==> src/rtl/bcd_to_excess3_serial_pkg.sv <==
// Shared constants for the serial BCD -> Excess-3 encoder.
package bcd_to_excess3_serial_pkg;

    localparam int DIGIT_W  = 4;
    localparam int BCD_MAX  = 9;   // digits above this are invalid BCD
    localparam int MAX_CODE = (1 << DIGIT_W) - 1;

    // Bit index within the current digit, LSB first.
    typedef enum logic [1:0] {
        BIT0 = 2'd0,
        BIT1 = 2'd1,
        BIT2 = 2'd2,
        BIT3 = 2'd3
    } bit_idx_t;

    // The largest valid digit plus the offset must still fit in one digit.
    function automatic bit offset_ok(input int off);
        return (off >= 0) && (BCD_MAX + off <= MAX_CODE);
    endfunction

endpackage

==> src/rtl/bcd_to_excess3_serial_add_cell.sv <==
// One-bit full adder used as the serial adder slice.
module serial_add_cell (
    input  logic a,
    input  logic b,
    input  logic cin,
    output logic s,
    output logic cout
);

    // Sum and majority carry.
    always_comb begin
        s    = a ^ b ^ cin;
        cout = (a & b) | (a & cin) | (b & cin);
    end

endmodule

==> src/rtl/bcd_to_excess3_serial.sv <==
// Serial BCD to Excess-3 encoder: one digit enters LSB first on X, the
// offset digit leaves on Z in the same cycle (Mealy, zero latency).
module bcd_to_excess3_serial
    import bcd_to_excess3_serial_pkg::*;
#(
    parameter int OFFSET = 3
) (
    input  logic Clk,
    input  logic Rst,
    input  logic X,
    input  logic En,
    output logic Z,
    output logic Last,
    output logic Err
);

    // Reject offsets that would overflow a digit for input 9.
    if (!offset_ok(OFFSET)) begin : g_bad_offset
        $error("bcd_to_excess3_serial: OFFSET must be in 0..6");
    end

    localparam logic [DIGIT_W-1:0] K = DIGIT_W'(OFFSET);

    bit_idx_t pos_q, pos_d;
    logic     c_q, c_d;
    logic     seen_q, seen_d;   // bit 1 or bit 2 of this digit was set

    logic     k;
    logic     sum;
    logic     cout;
    logic     at_last;

    assign k       = K[pos_q];
    assign at_last = (pos_q == BIT3);

    serial_add_cell u_add (
        .a    (X),
        .b    (k),
        .cin  (c_q),
        .s    (sum),
        .cout (cout)
    );

    // State register; reset drops the partial digit back to bit 0.
    always_ff @(posedge Clk or negedge Rst) begin
        if (!Rst) begin
            pos_q  <= BIT0;
            c_q    <= 1'b0;
            seen_q <= 1'b0;
        end else begin
            pos_q  <= pos_d;
            c_q    <= c_d;
            seen_q <= seen_d;
        end
    end

    // Next state and En-gated Mealy outputs. A digit > 9 has bit 3 set
    // together with bit 1 or bit 2, which is what seen & X tests at bit 3.
    always_comb begin
        pos_d  = pos_q;
        c_d    = c_q;
        seen_d = seen_q;
        Z      = 1'b0;
        Last   = 1'b0;
        Err    = 1'b0;
        if (En) begin
            Z    = sum;
            Last = at_last;
            Err  = at_last & X & seen_q;
            if (at_last) begin
                // Final carry is dropped; next digit starts clean.
                pos_d  = BIT0;
                c_d    = 1'b0;
                seen_d = 1'b0;
            end else begin
                pos_d  = bit_idx_t'(pos_q + 2'd1);
                c_d    = cout;
                seen_d = seen_q | (X & ((pos_q == BIT1) | (pos_q == BIT2)));
            end
        end
    end

endmodule

==> config.mk <==
export PLATFORM = sky130hd
export DESIGN_NAME = bcd_to_excess3_serial
export DESIGN_NICKNAME = d
export VERILOG_FILES = /design/src/rtl/bcd_to_excess3_serial_pkg.sv /design/src/rtl/bcd_to_excess3_serial_add_cell.sv /design/src/rtl/bcd_to_excess3_serial.sv
export SDC_FILE = /design/constraint.sdc
export NUM_CORES = 1
export LEC_CHECK = 0
export BUFFER_PORTS_ARGS = -buffer_cell sky130_fd_sc_hd__clkbuf_2
export CORE_AREA = 5 5 42 44
export CTS_CLUSTER_DIAMETER = 80
export DETAILED_ROUTE_END_ITERATION = 7
export DIE_AREA = 0 0 47 49
export PLACE_DENSITY = 0.38
export SLEW_MARGIN = 20
export SYNTH_ARGS = -nofsm -noshare
export SYNTH_HDL_FRONTEND = slang
export SYNTH_HIERARCHICAL = 1
export SYNTH_SLANG_ARGS = --single-unit
==> constraint.sdc <==
create_clock -name Clk -period 1.61 [get_ports Clk]
set_input_delay 0.322 -clock Clk [delete_from_list [all_inputs] [get_ports Clk]]
set_output_delay 0.322 -clock Clk [all_outputs]
set_load 0.01 [all_outputs]
### Word-level counts from Yosys, hierarchy flattened

Cells that the tools add are included.
Widths: inputs -> output; s select.

* flip-flop bits (word level): 4
* output and inout bits: 3
* word-level logic and storage cells: 28

* add/subtract/negate cells: 1
* magnitude comparators: 1
* equality and inequality tests: 3
* multiplexer cells: 8
* bitwise gates (word level): 12

Operators with widths (number)
* $and 1x1->1: 6
* $mux 1: 6
* $eq 2x2->1 const B: 2
* $or 1x1->1: 4
* $lt 2x3->1 const B: 1
* $add 2x1->2 const B: 1
* $bmux 1 s2: 1
* $eq 2x1->1 const B: 1
* $mux 2: 1
* $xor 1x1->1: 2

### Depth between registers and ports, before layout

* depth in word-level cells: 6
* depth in mapped cells: 4
* gate-level depth less buffers: 4

### By module

The synthesis kept the hierarchy.

Modules (own cells, without submodules)
* bcd_to_excess3_serial: times used 1, cells each 18, area an instance 187.7 um^2, sequential area each 100.1 um^2
* serial_add_cell: times used 1, cells each 1, area an instance 20.0 um^2, sequential area each 0.0 um^2

### Worst setup path after synthesis

Ideal clock, no wire load.

* path type: reg2out
* start point: reg pos_q[1]
* end point: out Z
* data arrival time: 1.046 ns
* path slack: 0.242 ns
* stages on the path, launching flop included: 4
* path buffers: 0
* path through: dfrtp_1 > inv_1 > fa_1 > and2_2

* longest elaborated chain between the ends: 5

Ends and longest elaborated chain
* start, declared: line bcd_to_excess3_serial.sv:24 `bit_idx_t pos_q, pos_d;`
* start signal, assigned: line bcd_to_excess3_serial.sv:51 `pos_q <= pos_d;`
* $bmux 1 s2: line bcd_to_excess3_serial.sv:33 `assign k = K[pos_q];`
* $mux 1 (implied by the code): line bcd_to_excess3_serial.sv:33
* named net k: line bcd_to_excess3_serial.sv:28 `logic k;`
* $xor 1x1->1 (2 in a row): line bcd_to_excess3_serial_add_cell.sv:12 `s = a ^ b ^ cin;`
* named net sum: line bcd_to_excess3_serial.sv:29 `logic sum;`
* $mux 1: line bcd_to_excess3_serial.sv:66 `if (En) begin`
* end, declared: line bcd_to_excess3_serial.sv:12 `output logic Z,`

The timed path passes the listed nets, and every way through them passes these cells. The select of a mux whose other input is x is not followed.

### Final worst setup path

Ends and elaborated chain as after synthesis.

==> results.md <==
- The share of the synthesized area in compound gates (AO/OA/AOI/OAI) is 0.0843.
- The checks that failed: negative setup slack.
- The routability congestion estimate is 0.702.
- Yosys attributes the largest share of cell area to sky130_fd_sc_hd__dfrtp_1, sky130_fd_sc_hd__fa_1, sky130_fd_sc_hd__ha_1.
- The launching element of the worst setup path is pos_q[1]$_DFFE_PN0P_.
- Fill cells in the final layout number roughly 160.
- Of the total synthesized cell area, the portion taken by AND, OR, NAND and NOR gates is 0.193.
- In the final layout, the share of cells above drive strength 1 is 0.467.
- Power spread over the standard cell area amounts to between 1500 and 2000 nW/µm².
- Summed over all cells, the static leakage comes to 0.153 nW.
- The flow ran to the end, but the final reports show violations.
- The placed instance count is roughly 40.
- The area of the placeable core is 1400 µm².
- The final wirelength is 460 µm.
- The sequential area share after synthesis is 0.482.
- The slowest cell on the critical path is sky130_fd_sc_hd__fa_1.
- The synthesized-area fraction occupied by adder cells is 0.157.
- The largest voltage drop on the vdd net is about 770 µV.
- After detailed routing, the number of vias per cell comes to between 3 and 4.
- The number of distinct library cells after synthesis is 14.
- Walking the worst path, the cells encountered are inv_2 -> fa_1 -> and2_4 -> buf_6.
- By startpoint and endpoint, the worst setup path is classified as flip-flop to output port.
- The number of global-route vias before repair was just under 200.
- The cell count of the worst hold path is 2.
- After detailed routing, the average wire length per cell comes to 10.0 µm.
- The width of the die is 47 µm.
- The CTS clock-pin slew for the worst setup and hold paths is roughly 0.030 ns.
- The mean cell area of the mapped netlist is between 10 and 15 µm².
- The number of antenna violations at the first check in global routing is 0.
- Counting cells, the worst reg-to-reg path comes to 3.
- On the final layout, the worst clock skew is 0.00483 ns.
- The total global routing track utilization is 0.0523.
- 7 I/O pins were placed.
- The headroom to the max-slew limit is 0.895.
- Setup total negative slack on the finished layout was measured at -0.0609 ns.
- The transition time at the pin with the least slew margin is around 0.16 ns.
- Counting every net in the synthesized netlist gives 25.
- The cell at the root of the clock tree is sky130_fd_sc_hd__clkbuf_4.
- The register-to-register path setup slack is between 0.5 and 0.6 ns.
- The synthesized design contains 4 register bits.
- The worst setup path endpoint is Z.
- Entering global routing, the biggest net connects 10 pins.
- The clock net in this run drives a total of 4 sinks.
- The die covers between 2000 and 2500 µm².
- The count of nets left with antenna violations once routing finished came out at 0.
- The detailed-routing iteration count for the pre-antenna-repair pass is 4.
- Buffers placed on the I/O ports in this run total 6.
- For the finished layout, the period the worst path requires is approximately 1.7 ns.
- The nature of the critical path startpoint is a flip-flop.
- The number of nets at the end of the flow is 38.
- The startpoint identified for the worst register-to-register timing path is c_q$_DFFE_PN0P_.
- The tightest hold path in the finished design has a slack of ~0.40 ns.
- Setup repair after global routing could not meet its margin everywhere.
- The final instance count without filler cells is 46.
- The number of core rows is 14.
- In the post-route analysis, the smallest setup slack over all paths is -0.0609 ns.
- The count of final setup violators is 1.
- The first global-routing pass estimated just under 800 µm of wire.
- TritonCTS built the clock tree.
- Across the whole layout, storage elements account for ~100 µm².
- For the worst setup path, the data required time is 1.29 ns.
- The share of the synthesized netlist area taken by xor and xnor gates is 0.
- By area, the combinational part of the netlist is dominated by simple AND/OR/NAND/NOR gates.
- After global routing the overflow that remains totals 0.
- Relative to the synthesized area, the layout overhead comes to 48.2%.
- Once detailed placement completed, the half-perimeter wirelength came to 371 µm.
- The synthesized area is between 200 and 250 µm².
- The worst-case clock buffer depth is 2.
- The final hold violation count was 0.
- The portion of synthesized area spent on multiplexers is 0.0482.
- Summing over every cut layer, the via total after detailed routing is roughly 170.
- CTS built an H-tree with a depth of 1.
- The final cell area excluding filler cells is 308 µm².
- In this run the worst path has a maximum fanout of 2.
- The longest individual stage delay on the worst path is 0.40 ns.
- The worst path arrival time is roughly 1.4 ns.
- The clock buffer count from CTS is 3.
- The highest achievable clock rate is between 0.5 and 0.6 GHz.
- The clock latency of the later-clocked register in the worst-skew pair is ~0.24 ns.
- The number of pins with negative max-slew slack in the final report came to 0.
- The total cell area at the placement stage is around 260 µm².
- In this run the vertical extent of the chip is between 40 and 50 µm.
- In this run the critical register-to-register path is captured at c_q$_DFFE_PN0P_.
- The starting density of the core is 0.148.
- The path class of the tightest hold or removal check is primary input to flip-flop.
- The cell count after synthesis came out at 19.
- Dividing the final minimum period by the clock period gives 1.04.
- The multi-input combinational cells in the finished layout cover a total of ~100 µm².
- The element type at the critical path end is an output port.
- After detailed routing, the number of remaining DRC violations is 0.
- Of all cell types, the one taking the most synthesized area is sky130_fd_sc_hd__dfrtp_1.
- Of the post-synthesis cell area, the dominant cell type holds 0.482.
- The count of warnings emitted by yosys is 6.
- Across the run, the number of max-cap violations was 0.
- The number of antenna diodes is 0.
- In this run, the number of DRC markers left after iteration 0 of detailed routing was 3.
## layout by cell type, fill, tap and decap left out, drive strengths merged
cell type,instances
clkbuf,8
dfrtp,4
and2,2
nand2,2
inv,2
buf,2
and3,1
o22ai,1
a31oi,1
nor2,1
nand2b,1
mux2i,1
o21ai,1
ha,1
dlygate4sd3,1
fa,1
## synth_stat cells (all sizes together)
master	n
dfrtp	4
and2	2
inv	2
nand2	2
a31oi	1
and3	1
fa	1
ha	1
mux2i	1
nand2b	1
nor2	1
o21ai	1
o22ai	1
## metal layers
| layer | global-route usage | wire (µm) | share of wire |
|---|---|---|---|
| met1 | 0.0445 | 189 | 0.41 |
| met2 | 0.0679 | 217 | 0.47 |
| met3 | 0.0554 | 54 | 0.12 |
| met4 | 0.0415 | 0 | 0 |
| met5 | 0 | 0 | 0 |
## report_power, final
part           internal (W)  total, W  switching [W]
Sequential         0.000144  0.000173      0.0000281
Combinational      0.000125  0.000219      0.0000941
Clock             0.0000835  0.000126      0.0000426
Total              0.000353  0.000518       0.000165
## per-stage QoR
stage | total power [W] | utilization | worst slack [ns]
5_1_grt | 0.000563 | 0.220 | -0.102
6_report | 0.000518 | 0.220 | -0.0609
3_3_place_gp | 0.000335 | 0.184 | 0.0830
2_1_floorplan | 0.000282 | - | 0.242
3_5_place_dp | 0.000345 | 0.184 | 0.0657
4_1_cts | 0.000514 | 0.215 | -0.0988
## kinds of logic (layout without fill, tap and decap cells)
| kind of cell | after synthesis | count (layout) |
|---|---|---|
| adder cells (fa/ha/maj) | 2 | 2 |
| multiplexers | 1 | 1 |
| AND/OR/NAND/NOR | 7 | 7 |
| AO/OA/AOI/OAI | 3 | 3 |
| buffers and inverters | 2 | 13 |
| flip-flops | 4 | 4 |
## registers in the layout (all words and copies together) (netlist names)
register / flops
seen_q: 1
pos_q: 2
c_q: 1
## area by class of cell
type,count,share of cell area
inverters,2,0.0244
clock buffers,3,0.0732
flip-flops and latches,4,0.325
multi-input cells,13,0.337
repair buffers,8,0.175
well taps,16,0.0650
## worst max-delay path: cells and delay by family, from the launching register on
| family | cells | cell delay, ns |
|---|---|---|
| adder cells (fa/ha/maj) | 1 | 0.40 |
| buffers and inverters | 2 | 0.18 |
| flip-flops | 1 | 0.38 |
| AND/OR/NAND/NOR | 1 | 0.15 |
## how the worst min path moves through the flow
| stage | from | end | slack (ns) |
|---|---|---|---|
| finish | En | pos_q[0]$_DFFE_PN0P_ | 0.40 |
| floorplan | Rst | c_q$_DFFE_PN0P_ | 0.03 |
| global placement | Rst | pos_q[0]$_DFFE_PN0P_ | 0.14 |
| CTS | X | seen_q$_DFFE_PN0P_ | 0.40 |
| detailed placement | Rst | seen_q$_DFFE_PN0P_ | 0.14 |
| global route | En | pos_q[0]$_DFFE_PN0P_ | 0.42 |
## what timing repair did
action	in CTS	in global routing
setup buffers	1	0
resized for setup	3	2
endpoints found under the setup margin	2	2
endpoints found under the hold margin	4	0
hold buffers	1	0
pin swaps	2	1
Power figures use the tool's default switching activity.
